### src/rtl/prio_drain_enc.sv
// ---------------------------------------------------------------------------
// prio_drain_enc
//   Captures a request vector and reports its set bit indices one at a time,
//   in priority order, over a valid/ready handshake. Each accepted index is
//   cleared from the pending vector until it is empty.
//
// Parameters
//   WIDTH     : request vector width (power of two, 4..64)
//   MSB_FIRST : 1 = highest set index first, 0 = lowest set index first
//
// Ports
//   clk       : clock, rising edge
//   rst_n     : asynchronous active-low reset
//   req_in    : request vector, sampled only on an accepted load
//   load      : capture req_in (honoured only while idle)
//   flush     : synchronous abort, discards all pending bits
//   out_ready : consumer accepts out_idx this cycle
//   out_valid : out_idx holds a pending index
//   out_idx   : index currently reported (0 when out_valid=0)
//   out_last  : reported index is the final pending bit
//   busy      : block is draining
//   none      : one-cycle pulse, the loaded vector was all zeros
// ---------------------------------------------------------------------------
module prio_drain_enc #(
    parameter int WIDTH     = 16,
    parameter bit MSB_FIRST = 1'b1,
    localparam int IDXW     = $clog2(WIDTH)
) (
    input  logic             clk,
    input  logic             rst_n,
    input  logic [WIDTH-1:0] req_in,
    input  logic             load,
    input  logic             flush,
    input  logic             out_ready,
    output logic             out_valid,
    output logic [IDXW-1:0]  out_idx,
    output logic             out_last,
    output logic             busy,
    output logic             none
);

    typedef enum logic {IDLE, DRAIN} state_t;

    localparam logic [WIDTH-1:0] ONE = {{(WIDTH-1){1'b0}}, 1'b1};

    state_t            state;
    logic [WIDTH-1:0]  pending;
    logic              none_q;
    logic [IDXW-1:0]   sel_idx;
    logic              single_bit;

    // Priority encoder over the registered pending vector only; req_in never
    // reaches the outputs combinationally.
    always_comb begin
        // NOTE: default first so every path assigns sel_idx and no latch is inferred.
        sel_idx = '0;
        if (MSB_FIRST) begin
            // Ascending scan: the last hit (highest index) wins.
            for (int i = 0; i < WIDTH; i++)
                if (pending[i]) sel_idx = IDXW'(i);
        end else begin
            // Descending scan: the last hit (lowest index) wins.
            for (int i = WIDTH - 1; i >= 0; i--)
                if (pending[i]) sel_idx = IDXW'(i);
        end
    end

    // Exactly one bit set: clearing the lowest set bit leaves zero.
    assign single_bit = (pending != '0) && ((pending & (pending - ONE)) == '0);

    // DRAIN is only ever entered with a non-zero vector and left on the
    // transfer of its final bit, so the state alone qualifies the output.
    assign out_valid = (state == DRAIN);
    assign out_idx   = out_valid ? sel_idx : '0;
    assign out_last  = out_valid & single_bit;
    assign busy      = (state == DRAIN);
    assign none      = none_q;

    // NOTE: non-blocking assignments for all state so every register samples
    // the pre-edge values regardless of statement order.
    always_ff @(posedge clk or negedge rst_n) begin
        if (!rst_n) begin
            // NOTE: pending is real control state (it gates out_valid), so it is
            // reset; leaving it unreset would let a stale index escape after reset.
            state   <= IDLE;
            pending <= '0;
            none_q  <= 1'b0;
        end else if (flush) begin
            // Abort wins over load and over a coincident transfer.
            state   <= IDLE;
            pending <= '0;
            none_q  <= 1'b0;
        end else begin
            none_q <= 1'b0;
            unique case (state)
                IDLE: begin
                    if (load) begin
                        if (req_in != '0) begin
                            pending <= req_in;
                            state   <= DRAIN;
                        end else begin
                            none_q <= 1'b1;
                        end
                    end
                end
                DRAIN: begin
                    // load is ignored here; only a handshake modifies pending.
                    if (out_ready) begin
                        pending[sel_idx] <= 1'b0;
                        if (single_bit) state <= IDLE;
                    end
                end
                default: state <= IDLE;
            endcase
        end
    end

endmodule

### config.mk
export PLATFORM = sky130hd
export DESIGN_NAME = prio_drain_enc
export DESIGN_NICKNAME = d
export VERILOG_FILES = /design/src/rtl/prio_drain_enc.sv
export SDC_FILE = /design/constraint.sdc
export NUM_CORES = 1
export LEC_CHECK = 0
export BUFFER_PORTS_ARGS = -buffer_cell sky130_fd_sc_hd__clkbuf_2
export CAP_MARGIN = 20
export CELL_PAD_IN_SITES_DETAIL_PLACEMENT = 0
export CELL_PAD_IN_SITES_GLOBAL_PLACEMENT = 1
export CORE_ASPECT_RATIO = 1.5
export CORE_MARGIN = 1
export CORE_UTILIZATION = 40
export DETAILED_ROUTE_END_ITERATION = 10
export PLACE_DENSITY = 0.89
export SYNTH_ARGS = -nofsm -noshare
export SYNTH_HDL_FRONTEND = slang
export SYNTH_SLANG_ARGS = --single-unit
### constraint.sdc
create_clock -name clk -period 2.6 [get_ports clk]
set_input_delay 0.26 -clock clk [delete_from_list [all_inputs] [get_ports clk]]
set_output_delay 0.26 -clock clk [all_outputs]
set_load 0.02 [all_outputs]
==> results.ini <==
[outcome]
status=finished, final reports clean

[setup_path]
end_kind=output pin
r2r-start=pending[9]
cpPeakStageDelay_ns=0.45
ff2ff_setup_slack_ns=0.44
crit_end=out_last
cp.arrival_ns=2.26
critPathSlowestCell=dfrtp_2
worstSetupPathType=flop to output pin
cp_max_fo=6
required_ns=2.34
crit_start=pending[3]
critPathLaunchType=flop
r2r_end=pending[10]
path_cells=or3_4, maj3_1, nor2_1, a21oi_1, nor4b_2, buf_2
reg2regPathDepth=6

[global_route]
grt_overflow=0
grt_pass1_wl_mm=6.996
antenna_found_initial=0
grt_pass1_vias=1475
globalRouteTotalUtil_pct=25.85
use_met3_pct=4.583
grt_use_met2_pct=45.97
grt_max_degree=19
busiest_layer=met2
met1_usage_pct=28.48

[finish]
fin_nets=206
antenna_cells=0
final_util_pct=50.50
design_area_sq_um=1595
synthToLayoutAreaGrowth_pct=19.49
post_route_cells_drive_above_1_share_pct=27.87

[synthesis]
synth.most_common_cell=dfrtp_1
synth_warnings=0
synth.ff_latch_count=18
synth.distinct_cells=53
yosysTopAreaCellShare_pct=33.74
yosysSeqAreaShare_pct=33.74
synth_edf_count=0
ys.flop_type=dfrtp_1
syn_nets=175
syn_inst=154
synth_async_sr_flop_share_pct=100.0
netlist_area_sq_um=1335
synthTopCellsByCount=dfrtp_1 (18), nand2_1 (14), nor2_1 (12)
syn_avg_cell_area_sq_um=8.669
synthTopCellsByArea=dfrtp_1 (34%), nand2_1 (3.9%), a221o_1 (3.7%), o21ai_0 (3.4%), nor2_1 (3.4%)
yosys.area.top_type=dfrtp_1

[sta]
setup_violations=0
finalHoldViolations=0
slew_viol_final=0
layout_min_cycle_time_ns=2.516
skew_ns=0.001306
tightest_slew_ns=0.5965
period_share_pct=96.75
final.setup.worst_slack_ns=0.08444
slew_headroom_pct=60.15
max_freq_mhz=397.5

[floorplanning]
dieArea_sq_um=3577
die_h_um=72.76
start_util_pct=42.26
core_sq_um=3159
dieWidth_um=49.17
ioPinCount=29
num_rows=25

[route]
drt_iter0_drc=66
wire_per_inst_um=19.26
num_vias=1468
ant_nets=0
first_pass_iters=4
finalWirelength_mm=4.295
vias_per_cell=6.583
route.detailed.drc=0

[placement]
gp_congestion=0.8952
place_ws_ns=0.2533
post-dp-hpwl_mm=3.302
io_buffers=28
dpl_cell_area_sq_um=1503

[clocking]
htreeDepth=1
cts_buffers=3
cts_root_buf=clkbuf_8
cts.sinks=18
cts_tree=built
clock_path_buffers=2
worstSkewPairLatency_ns=0.25
cts.reportedPaths.clkPinSlew_ns=0.07

[pwr]
power.density_nw_per_um2=577.8
seq_power_share_pct=38.6
switching_power_mw=0.3602
switching_share_pct=39.08
p_comb_share_pct=39.9
peakVddDrop_mv=0.4658
power.leakage_nw=0.6889
intPower_mw=0.5616
power_mw=0.9218
power_frac_clock_pct=21.4

[flow_run]
maxCapViolCount=0

[worst_hold_path]
min_path_type=input pin to flop

==> state kept, by name (all words and copies together) (netlist names) <==
name,flops
pending,16
none,1
busy,1
==> power groups by stage <==
stage	registers [mW]	logic [mW]	clock network, mW
5_1_grt	0.360	0.400	0.206
2_1_floorplan	0.336	0.246	0
3_5_place_dp	0.354	0.342	0
3_3_place_gp	0.352	0.338	0
4_1_cts	0.351	0.346	0.195
6_report	0.356	0.368	0.198
==> area by class of cell <==
cell class / instances / area [sq um]
Fill cell: 313 / 1564
Multi-Input combinational cell: 121 / 832.0
Sequential cell: 18 / 454.2
Timing Repair Buffer: 35 / 195.2
Tap cell: 40 / 50.05
Clock buffer: 3 / 41.29
Inverter: 6 / 22.52
==> cells by family (layout without fill, tap and decap cells) <==
group	count (synthesis)	in the layout	synth area share, %
buffers and inverters	15	44	5.622
multiplexers	2	2	1.500
adder cells (fa/ha/maj)	1	1	0.7498
flip-flops	18	18	33.74
AND/OR/NAND/NOR	63	63	26.71
AO/OA/AOI/OAI	55	55	31.68
==> critical path: cells and delay by family, from the launching register on <==
kind / cells / cell delay, ns
and+or+nand+nor: 3 / 0.88
DFF: 1 / 0.45
AOI/OAI and AO/OA: 1 / 0.06
buffers and inverters: 1 / 0.23
adders and majority gates: 1 / 0.37
==> worst min path at each step <==
stage                         start          end  depth (start not counted)
after floorplan               rst_n         busy                          0
after global placement        rst_n  pending[13]                          1
after detailed placement      rst_n   pending[9]                          1
after CTS                 req_in[3]   pending[3]                          2
after global routing      req_in[3]   pending[3]                          2
final                     req_in[3]   pending[3]                          2
==> layer usage <==
layer  share of wire, %  up-vias
met5                  0        -
met4                4.1        0
met3                5.6       20
met2                 53       67
met1                 37      723
li1                   -      658
==> metrics by stage <==
stage / setup TNS [ns] / hold WS [ns] / std cells
floorplan: 0 / -0.03559 / 154
global placement: 0 / 0.2261 / 217
detailed placement: 0 / 0.2336 / 217
CTS: 0 / 0.2440 / 221
global route: -0.003423 / 0.2394 / 223
finish: 0 / 0.2395 / 223
==> what timing repair did <==
action,CTS,global route
hold buffers,1,0
gates resized for setup,1,6
hold endpoints to repair,18,0
setup buffers,0,2
setup endpoints to repair,1,1
pin swaps,0,2
==> layout by cell type, fill, tap and decap left out, types with 3 or more instances in the layout <==
| cell type | netlist | final |
|---|---|---|
| nand2_1 | 14 | 14 |
| a221o_1 | 5 | 5 |
| clkbuf_2 | 1 | 27 |
| dfrtp_2 | 0 | 3 |
| a211oi_1 | 3 | 3 |
| nor2b_1 | 5 | 5 |
| o21ai_0 | 9 | 9 |
| o2111ai_1 | 3 | 3 |
| a21oi_1 | 7 | 7 |
| nand3_1 | 7 | 7 |
| clkbuf_8 | 0 | 3 |
| inv_1 | 6 | 6 |
| dfrtp_1 | 18 | 15 |
| buf_4 | 2 | 6 |
| nor4_1 | 7 | 7 |
| a32o_1 | 3 | 3 |
| nor2_1 | 12 | 12 |
Note: power is estimated with default switching activity, not from simulation.
